$ cat src/rtl/key_debouncer.sv
// Multi-key debouncer: turns the divider's slow square wave into a sample tick and
// accepts a new key level only after it has held for STABLE_TICKS consecutive ticks.
module key_debouncer #(
    parameter int NUM_KEYS     = 4,
    parameter int STABLE_TICKS = 320,
    parameter int SYNC_STAGES  = 2
) (
    input  logic                clk_in,
    input  logic                reset_n,
    input  logic                tick_clk,
    input  logic [NUM_KEYS-1:0] keys_in,
    output logic [NUM_KEYS-1:0] keys_state,
    output logic [NUM_KEYS-1:0] keys_press,
    output logic [NUM_KEYS-1:0] keys_release
);

    localparam int              CNT_W    = $clog2(STABLE_TICKS + 1);
    localparam logic [CNT_W-1:0] CNT_LAST = CNT_W'(STABLE_TICKS - 1);

    logic                tick_clk_d;
    logic                tick;
    logic [NUM_KEYS-1:0] sync_q [SYNC_STAGES];
    logic [NUM_KEYS-1:0] sync;

    // The delay flop resets high so a tick_clk already high at reset release is not an edge.
    // NOTE: sequential state uses non-blocking assignments so every flop samples pre-edge values.
    always_ff @(posedge clk_in or negedge reset_n) begin
        if (!reset_n) begin
            tick_clk_d <= 1'b1;
        end else begin
            tick_clk_d <= tick_clk;
        end
    end

    assign tick = tick_clk & ~tick_clk_d;

    always_ff @(posedge clk_in or negedge reset_n) begin
        if (!reset_n) begin
            for (int s = 0; s < SYNC_STAGES; s++) begin
                sync_q[s] <= '0;
            end
        end else begin
            sync_q[0] <= keys_in;
            for (int s = 1; s < SYNC_STAGES; s++) begin
                sync_q[s] <= sync_q[s-1];
            end
        end
    end

    assign sync = sync_q[SYNC_STAGES-1];

    for (genvar i = 0; i < NUM_KEYS; i++) begin : g_key
        logic [CNT_W-1:0] cnt;
        logic [CNT_W-1:0] cnt_nxt;
        logic             state_q;
        logic             state_nxt;
        logic             press_q;
        logic             press_nxt;
        logic             release_q;
        logic             release_nxt;

        // NOTE: every always_comb output gets a default first, so no path can infer a latch.
        always_comb begin
            cnt_nxt     = cnt;
            state_nxt   = state_q;
            press_nxt   = 1'b0;
            release_nxt = 1'b0;
            if (sync[i] == state_q) begin
                cnt_nxt = '0;
            end else if (tick) begin
                if (cnt == CNT_LAST) begin
                    cnt_nxt     = '0;
                    state_nxt   = sync[i];
                    press_nxt   = sync[i];
                    release_nxt = ~sync[i];
                end else begin
                    cnt_nxt = cnt + 1'b1;
                end
            end
        end

        always_ff @(posedge clk_in or negedge reset_n) begin
            if (!reset_n) begin
                cnt       <= '0;
                state_q   <= 1'b0;
                press_q   <= 1'b0;
                release_q <= 1'b0;
            end else begin
                cnt       <= cnt_nxt;
                state_q   <= state_nxt;
                press_q   <= press_nxt;
                release_q <= release_nxt;
            end
        end

        assign keys_state[i]   = state_q;
        assign keys_press[i]   = press_q;
        assign keys_release[i] = release_q;
    end

endmodule

$ cat config.mk
export PLATFORM = sky130hd
export DESIGN_NAME = key_debouncer
export DESIGN_NICKNAME = d
export VERILOG_FILES = /design/src/rtl/key_debouncer.sv
export SDC_FILE = /design/constraint.sdc
export NUM_CORES = 1
export LEC_CHECK = 0
export CELL_PAD_IN_SITES_DETAIL_PLACEMENT = 1
export CELL_PAD_IN_SITES_GLOBAL_PLACEMENT = 1
export CORE_ASPECT_RATIO = 1.4
export CORE_UTILIZATION = 46
export DETAILED_ROUTE_END_ITERATION = 6
export GPL_TIMING_DRIVEN = 0
export PLACE_DENSITY = 0.9
export SYNTH_ARGS = -nofsm -noshare
export SYNTH_HDL_FRONTEND = slang
export SYNTH_SLANG_ARGS = --single-unit
$ cat constraint.sdc
create_clock -name clk_in -period 1.6 [get_ports clk_in]
set_input_delay 0.32 -clock clk_in [delete_from_list [all_inputs] [get_ports clk_in]]
set_output_delay 0.32 -clock clk_in [all_outputs]
set_load 0.005 [all_outputs]
==> run metrics <==
period utilisation layout 101.3%; max-slew violation count 0; xor and xnor area share after synthesis 5.429%; setup repair after global routing missed its margin yes; vias in the first global route 2405; clock tree from TritonCTS yes; overall via count from detail_route 2318; full die area 6280 um2; Clk Latency, worst-skew pair 0.35 ns; effective utilization at floorplan 48.58%; root buffer cell sky130_fd_sc_hd__clkbuf_8; average routed wire per standard cell 22.05 um; end of the worst register-to-register path g_key[2].cnt[7]$_DFFE_PN0P_; area growth from synthesis to layout 30.02%; worst slew margin relative to its limit 61.31%; Routed Wire Length 8.490 mm; Static Leakage 0.001749 uW; cell family with the largest share of critical-path delay compound AO/OA/AOI/OAI gates; clock sink count 57; leading cell types by total area after synthesis sky130_fd_sc_hd__dfrtp_1, sky130_fd_sc_hd__nand2_1, sky130_fd_sc_hd__nor2_1, sky130_fd_sc_hd__buf_4, sky130_fd_sc_hd__mux2_2; cell count after synthesis 263; launch instance of the worst min-delay path tick_clk; most used flip-flop cell after synthesis sky130_fd_sc_hd__dfrtp_1; Final ANT Viol Nets 0; run status finished, violations left; Detailed Routing Iterations Pass 1 4; Avg Vias per Cell 6.021; crit path cell chain and2b_2 > buf_4 > o311a_4 > o211a_1 > a221o_1; required time at the endpoint of the critical path 1.84 ns; Max Freq 616.8 MHz; cell type with the highest aggregate area in the netlist sky130_fd_sc_hd__dfrtp_1; final setup violation count 5; Post-Route Hold Slack 0.2934 ns; worst setup path category flip-flop to flip-flop; worst-path maximum fanout 7; number of synthesized flops with an enable pin 0; net count of the mapped netlist 274; summed negative setup slack over all endpoints -0.06056 ns; post-DP HPWL 4.208 mm; R2R setup slack -0.02 ns; fillers 580; cts bufs inserted 9; initial antenna violation count 0; Synth Area in Compound Gates 10.99%; post-route setup slack -0.02118 ns; # DRC 0; Non-Filler Cell Area, Final 3566 um2; floorplan row count 32; total global routing track utilization 26.23%; Critical Path Slowest Stage Cell sky130_fd_sc_hd__dfstp_2; power density over cell area 802.2 nW/um2; worst hold path class primary input to flip-flop; signal arrival time at the worst endpoint 1.86 ns; biggest cell delay along the critical path 0.54 ns; combinational family with the most area after synthesis simple AND/OR/NAND/NOR gates; number of levels the H-tree was split into 3; synthesized flop and latch total 57; gr ovfl total 0; global-route wire length before repair 11.85 mm; core utilization of the finished layout 63.16%; number of max-cap violations 0; WHS Path Cells 1; maximum number of pins on one net before global-route repair 36; port buffer count 18; violations in the final reports negative setup slack; final worst path period need 1.621 ns; Cell variety after synth 42; placer congestion estimate 0.7651; width of the chip 67.26 um; end point of the worst hold path tick_clk_d$_DFF_PN1_; multiplexer share of the synthesized area 3.969%; count of cells along the worst register-to-register path 5; CP startpoint kind flip-flop; Die Y-Extent 93.37 um; type of element capturing the critical path flip-flop; Max VDD drop 0.0005337 V; placeable core region 5645 um2; combined buffer and inverter count along the critical path 1; maximum root-to-sink buffer count 2; Top-Level Pins 19; share of the synthesized area in the top cell type 51.09%; fraction of final layout cells sized beyond drive strength 1 27.76%; RR Startpoint tick_clk_d$_DFF_PN1_; clock transition at the registers of the reported paths 0.08 ns; drt first-iter violations 154; total number of nets in the final design 324; final hold vios 0; minimum setup slack after placement -0.4936 ns; placement-stage cell area 3023 um2; area share of and/or/nand/nor cells after synthesis 21.26%; number of diodes 0; post-synthesis async set-or-reset flop share 100.0%; Post-Synth Adder-Cell Area 1.825%; mean area per synthesized cell 10.43 um2; netlist area before placement 2743 um2; number of warnings reported in the yosys synthesis log 0; sequential element share of the synthesized area 52.05%; slew at the pin closest to its max-slew limit 0.5763 ns; final worst clock skew 0.01548 ns
==> metal layers <==
layer | GRT usage (%) | vias to the layer above | share of wire, %
met3 | 5.732 | 32 | 3.2
met1 | 29.59 | 1200 | 39
met5 | 0 | - | 0
li1 | - | 1020 | -
met4 | 14.72 | 0 | 4.2
met2 | 44.42 | 66 | 53
==> placed cells by master (no fill, tap or decap), types with 5 or more instances in the layout <==
master                           instances
sky130_fd_sc_hd__dfrtp_1                54
sky130_fd_sc_hd__nand2_1                33
sky130_fd_sc_hd__buf_4                  31
sky130_fd_sc_hd__nor2_1                 22
sky130_fd_sc_hd__a21oi_1                10
sky130_fd_sc_hd__clkbuf_8               10
sky130_fd_sc_hd__nand3_1                 9
sky130_fd_sc_hd__xnor2_1                 7
sky130_fd_sc_hd__a31oi_1                 7
sky130_fd_sc_hd__dlygate4sd2_1           7
sky130_fd_sc_hd__inv_1                   6
sky130_fd_sc_hd__xor2_1                  6
sky130_fd_sc_hd__o21ai_0                 6
sky130_fd_sc_hd__mux2_2                  6
sky130_fd_sc_hd__dlymetal6s2s_1          6
sky130_fd_sc_hd__and3_1                  5
==> area by class of cell <==
class / instances / area [um2] / share of cell area, %
sequential: 57 / 1430 / 40.11
timing repair buffer: 39 / 354.1 / 9.930
multi-input combinational: 186 / 1396 / 39.16
clock inverter: 4 / 20.02 / 0.5614
buffer: 14 / 116.4 / 3.263
tap: 68 / 85.08 / 2.386
inverter: 6 / 22.52 / 0.6316
clock buffer: 11 / 141.4 / 3.965
==> worst register-to-register path: cells and delay by family (launching register included) <==
family / cells / cell delay, ns
AOI/OAI and AO/OA: 3 / 0.56
buffers and inverters: 1 / 0.16
DFF: 1 / 0.54
and+or+nand+nor: 1 / 0.27
==> cells by family after synthesis <==
logic type | count (synthesis)
and+or+nand+nor | 113
xor gates and xnor gates | 17
muxes | 10
DFF | 57
AOI/OAI and AO/OA | 42
adders and majority gates | 4
buffers and inverters | 20
==> report_power, final <==
part	switching (uW)	total [uW]	internal, uW
Clock	598	1180	584
Sequential	27.9	1490	1460
Combinational	110	187	76.1
Total	736	2860	2120
==> cell usage after synthesis, drive strengths merged (4+ instances only) <==
cell	number
buf	14
nor2	25
nor2b	4
inv	6
xnor2	9
and3	5
o21ai	6
or3	6
nand2	34
a21oi	11
a22o	4
nand3b	4
mux2	7
a31oi	8
nor3	6
dfrtp	56
ha	4
xor2	8
nand3	12
==> timing repair <==
action,CTS,global route
endpoints found under the hold margin,21,0
setup buffers,12,7
endpoints found under the setup margin,32,30
hold buffers,1,0
pin swaps,7,9
resized for setup,25,30
==> sequential cells by signal, indices dropped and copies added (netlist names) <==
signal / cells
g_key.cnt: 36
g_key.press_q: 4
g_key.release_q: 4
g_key.state_q: 4
sync: 4
sync_q: 4
tick_clk_d: 1
==> worst max-delay path by stage <==
stage	slack (ns)	from	endpoint	depth (start not counted)
after global placement	-1.52	reset_n	g_key[2].press_q$_DFF_PN0_	1
final	-0.02	tick_clk_d$_DFF_PN1_	g_key[2].cnt[7]$_DFFE_PN0P_	5
after floorplan	0.1	g_key[1].cnt[0]$_DFFE_PN0P_	g_key[1].cnt[8]$_DFFE_PN0P_	5
after CTS	-0.001	g_key[2].cnt[1]$_DFFE_PN0P_	g_key[2].cnt[7]$_DFFE_PN0P_	5
after global routing	-0.06	g_key[0].cnt[1]$_DFFE_PN0P_	g_key[0].cnt[8]$_DFFE_PN0P_	5
after detailed placement	-0.49	tick_clk	g_key[2].cnt[7]$_DFFE_PN0P_	5
==> per-stage QoR <==
stage	total power [uW]	instances
5_1_grt	2947	385
6_report	2861	385
3_5_place_dp	1647	350
4_1_cts	2809	378
3_3_place_gp	1633	349
2_1_floorplan	1570	263
Note: power is estimated with default switching activity, not from simulation.
==> RTL change 1, RTL diff (same settings) <==
`STABLE_TICKS`: 320 -> 640.
--- a/src/rtl/key_debouncer.sv
+++ b/src/rtl/key_debouncer.sv
@@ -2,7 +2,7 @@
 // accepts a new key level only after it has held for STABLE_TICKS consecutive ticks.
 module key_debouncer #(
     parameter int NUM_KEYS     = 4,
-    parameter int STABLE_TICKS = 320,
+    parameter int STABLE_TICKS = 640,
     parameter int SYNC_STAGES  = 2
 ) (
     input  logic                clk_in,
Formal check against the unedited RTL: no difference found for any inputs over 10 cycles, from zero or initial values and one cycle with reset_n low; that may be too few to reach the edited logic, so the function may still have changed.
==> RTL change 1 against the original RTL <==
- sequential share of layout area fell by 0.91 points
- cell count grew 12%
- critical endpoint is now g_key[2].cnt[3]$_DFFE_PN0P_
- clock skew shrank 0.0075 ns
- highest routed layer unchanged
- worst hold slack better by 0.060 ns
- sequential cell count increased by 4
- combinational power up 15%
- the flow still finishes with violations (negative setup slack)
- power rose by 5.9%
- final area rose by 9.6%
- largest cell class unchanged
- area after synthesis grew 7.4%
- worst setup slack got worse by 0.075 ns
- global-route usage rose by 0.11 points
- wire length up 19%
- synthesized cell count grew 12%
==> RTL change 1: results (changes against the original RTL) <==
stage	metric	value	unit	change
synthesis	Post-Syn Nets	306		+12%
cells_and_area	Final Non-Filler Cells	432		+12%
cts	cts bufs inserted	9		unchanged
min_path	min-delay src	sync_q[4]$_DFF_PN0_		
min_path	worst hold path type	flip-flop to flip-flop		
cts	Worst-path clk slew	0.07	ns	
synthesis	largest cells by area after synthesis	dfrtp_1 (51%), nand2_1 (4.8%), nor2_1 (3.8%)		
synthesis	synth cell count leaders	dfrtp_1 (60), nand2_1 (38), nor2_1 (30), nand3_1 (16), nand4_1 (14)		
cells_and_area	max FFs per register	40		+11%
critical_path	reg2reg end	g_key[2].cnt[3]$_DFFE_PN0P_		
min_path	worst hold stages	0		-1
global_routing	All-Layer GR Usage	0.263		+0.00115
placed_design	Final GP Congestion	0.794		+3.7%
synthesis	Mapped Cells	295		+12%
sta	WHS	0.353	ns	+0.0599 ns
route	drt first pass iters	5		+1
route	via density per instance	6.30		+4.7%
cts	CTS Root Cell	clkbuf_8		
critical_path	critical-path maximum fanout	5		-2
synthesis	Unique masters post-synth	46		+9.5%
cts	Worst-Skew Late Latency	0.35	ns	about the same
sta	final-report setup violation count	12		+7
route	Initial DRC Count	217		+41%
cells_and_area	fraction of layout cells with a size suffix above 1	0.311		+0.0335
status	failing checks	negative setup slack		
critical_path	RR Startpoint	g_key[2].cnt[1]$_DFFE_PN0P_		
sta	Slew @ Worst Pin	0.562	ns	-0.0144 ns
power_and_ir_drop	VDD IR max	0.000478	V	-10%
status	status	finished with violations		
synthesis	sequential fraction of the synthesis area	0.518		-0.00206
placed_design	Post-Place Cells	386		+10%
global_routing	vias in the first global route	2685		+12%
critical_path	Crit path arrival time	1.94	ns	+0.08 ns
power_and_ir_drop	P_leak	0.00177	uW	+1.4%
sta	setup ws final	-0.0964	ns	-0.0752 ns
global_routing	first-pass GRT wire length	13.7	mm	+16%
critical_path	Worst Setup Path Type	flip-flop to flip-flop		
placed_design	setup slack at placement	-0.531	ns	-0.0369 ns
route	Post-Route WL	10.1	mm	+19%
placed_design	placed cell areas	3230	um^2	+6.9%
min_path	Hold Path End	sync[0]$_DFF_PN0_		
cells_and_area	final net count	368		+14%
global_routing	pin count of the biggest net entering global routing	42		+17%
placed_design	hpwl dp	4.66	mm	+11%
sta	Clock Skew	0.00796	ns	-0.00751 ns
synthesis	synth warn	0		unchanged
sta	setup TNS	-0.578	ns	-0.517 ns
cells_and_area	most flop-heavy register	g_key.cnt		
-- RTL change 1: changes by cell type after synthesis, moves of 5 or more --
cell      change
nand3_1       +5
nor4_1        +6
nor2_1        +5
nand4_1      +12
a311oi_1      +5
mux2_2        -5
buf_2         +5
-- RTL change 1: what timing repair did --
item	in CTS	in global routing
pin swaps	3	14
cloned	0	0
hold buffers	1	0
endpoints found under the hold margin	19	0
setup buffers	17	14
gates resized for setup	26	55
endpoints found under the setup margin	46	43
-- RTL change 1: cell type report --
cell class	instances	area, um^2
Buffer	23	194
Clock buffer	12	155
Clock inverter	2	10.0
Fill cell	662	2300
Inverter	4	15.0
Multi-Input combinational cell	207	1460
Sequential cell	61	1530
Tap cell	72	90.1
Timing Repair Buffer	51	452
-- RTL change 1: layer usage --
| layer | vias up | wire length (um) | track usage |
|---|---|---|---|
| li1 | 1162 | - | - |
| met1 | 1389 | 3730 | 0.309 |
| met2 | 124 | 5330 | 0.461 |
| met3 | 47 | 480 | 0.0479 |
| met4 | 0 | 558 | 0.126 |
| met5 | - | 0 | 0 |
-- RTL change 1: where the power goes --
part / switching [uW] / internal, uW / total, uW / leakage (uW)
clock: 605 / 625 / 1230 / 0.0000881
sequential: 20.9 / 1560 / 1590 / 0.000821
combinational: 137 / 78.4 / 215 / 0.000865
-- RTL change 1: cells by family (layout without fill, tap and decap cells) --
group,Yosys count,in the layout,share of synthesized area
compound gates,36,36,0.0815
flops,61,61,0.518
mux,3,3,0.0115
simple gates,145,145,0.260
fa+ha+maj,4,4,0.0170
buf+inv,27,92,0.0527
xor+xnor,19,19,0.0590
-- RTL change 1: worst max-delay path, cell delays in order (launching register included) --
cell and delay (ns):
dfrtp_1 0.42, ha_4 0.17, and4_4 0.25, nand4_1 0.23, a31o_2 0.33, a22o_1 0.17
==> RTL change 2, RTL diff (same settings) <==
Made on the original files. One comparison of `cnt` changes from == to >=.
--- a/src/rtl/key_debouncer.sv
+++ b/src/rtl/key_debouncer.sv
@@ -68,7 +68,7 @@
             if (sync[i] == state_q) begin
                 cnt_nxt = '0;
             end else if (tick) begin
-                if (cnt == CNT_LAST) begin
+                if (cnt >= CNT_LAST) begin
                     cnt_nxt     = '0;
                     state_nxt   = sync[i];
                     press_nxt   = sync[i];
Formal check against the unedited RTL: no difference found for any inputs over 10 cycles, from zero or initial values and one cycle with reset_n low; that may be too few to reach the edited logic, so the function may still have changed.
==> RTL change 2 against the original RTL <==
- the run still ends with negative setup slack left
- worst setup slack better by 0.0074 ns
- area after synthesis up 10%
- power up 11%
- global-route usage down 0.84 points
- final area up 13%
- highest routed layer unchanged
- largest power group unchanged
- sequential cell count unchanged
- first-iteration DRC count up 35%
- wire length up 10%
==> RTL change 2: results (changes against the original RTL) <==
stage	metric	value	unit	change
cells_and_area	fraction of layout cells with a size suffix above 1	0.353		+0.0752
synthesis	Post-Syn Nets	311		+14%
global_routing	All-Layer GR Usage	0.254		-0.00836
synthesis	sequential fraction of the synthesis area	0.472		-0.0485
power_and_ir_drop	VDD IR max	0.000543	V	+1.8%
synthesis	Unique masters post-synth	47		+12%
status	status	finished with violations		
cts	cts bufs inserted	9		unchanged
global_routing	GR met1 Demand/Resource	0.286		-0.0100
sta	Slew HR	0.585		-0.0277
route	drt wl/cell	21.6	um	-1.9%
route	vias	2710		+17%
placed_design	Post-Place Cells	391		+12%
critical_path	RR Startpoint	g_key[1].cnt[1]$_DFFE_PN0P_		
synthesis	Post-Synth Adder-Cell Area	0.0165		-0.00170
power_and_ir_drop	P_leak	0.00187	uW	+6.9%
global_routing	pin count of the biggest net entering global routing	41		+14%
status	failing checks	negative setup slack		
sta	final-report setup violation count	2		-3
route	M1 wire length	3.71	mm	+12%
route	routed wl met3	260	um	-4.1%
cells_and_area	Fill cells	645		+11%
cells_and_area	final net count	366		+13%
global_routing	met3 Usage GRT	0.0537		-0.00365
placed_design	setup slack at placement	-0.490	ns	+0.00388 ns
sta	setup ws final	-0.0138	ns	+0.00742 ns
placed_design	hpwl dp	5.11	mm	+21%
synthesis	post-synthesis compound-gate area fraction	0.240		+0.130
placed_design	Final GP Congestion	0.805		+5.2%
synthesis	mux cell area share after synthesis	0.0199		-0.0198
synthesis	Post-Synth XOR/XNOR Area	0.0261		-0.0282
synthesis	Mapped Avg Cell Area	10.1	um^2	-3.3%
critical_path	critical-path maximum fanout	6		-1
sta	Clock Skew	0.0103	ns	-0.00519 ns
synthesis	synth cell count leaders	dfrtp_1 (56), nand2_1 (29), nor2_1 (23), a21o_1 (15)		
route	met2 WL	5.21	mm	+15%
critical_path	Crit path arrival time	1.90	ns	+0.04 ns
route	via density per instance	6.27		+4.2%
global_routing	met2 usage	0.468		+0.0241
synthesis	largest cells by area after synthesis	dfrtp_1 (46%), a21o_1 (3.7%), nand2_1 (3.6%)		
global_routing	vias in the first global route	2801		+16%
route	Initial DRC Count	208		+35%
global_routing	first-pass GRT wire length	13.7	mm	+16%
RTL change 2: final cells by class:
class                      instances  share of cell area
sequential                        57               0.359
multi-input combinational        213               0.418
inverter                           8             0.00746
timing repair buffer              46               0.104
clock buffer                      10              0.0342
clock inverter                     6              0.0165
buffer                            20              0.0386
tap                               72              0.0224
RTL change 2: path summary, 6_finish.rpt:
check,depth (start not counted),end,slack [ns]
max reg2reg,5,g_key[1].cnt[6]$_DFFE_PN0P_,-0.01
max in group asynchronous,3,tick_clk_d$_DFF_PN1_,0.49
min reg2reg,0,sync[0]$_DFF_PN0_,0.35
max,5,g_key[1].cnt[6]$_DFFE_PN0P_,-0.01
min,1,tick_clk_d$_DFF_PN1_,0.24
min in group asynchronous,2,g_key[1].cnt[2]$_DFFE_PN0P_,0.48
RTL change 2: repair_timing:
item | in CTS | in global routing
gates cloned | 1 | 0
pin swaps | 2 | 7
endpoints found under the setup margin | 36 | 28
endpoints found under the hold margin | 17 | 0
hold buffers | 1 | 0
gates resized for setup | 35 | 49
setup buffers | 12 | 13
RTL change 2: through the flow:
| step | util | cell area [um^2] | setup TNS (ns) | power (uW) |
|---|---|---|---|---|
| finish | 0.639 | 4020 | -0.0165 | 3160 |
| global route | 0.639 | 4020 | -0.504 | 3260 |
| CTS | 0.587 | 3690 | -0.0339 | 3090 |
| detailed placement | 0.526 | 3310 | -13.94 | 1680 |
| global placement | 0.523 | 3290 | -100.13 | 1670 |
| floorplan | - | 3020 | 0 | 1600 |
RTL change 2: critical path, cell delays in order (launching register included):
cell,delay [ns]
dfrtp_1,0.40
ha_2,0.25
nand3_2,0.15
or3_1,0.38
a221oi_2,0.26
a21o_1,0.11
RTL change 2: where the power goes:
part / internal, uW / switching (uW)
clock network: 763 / 662
logic: 95.8 / 138
registers: 1470 / 34.2
total: 2330 / 834
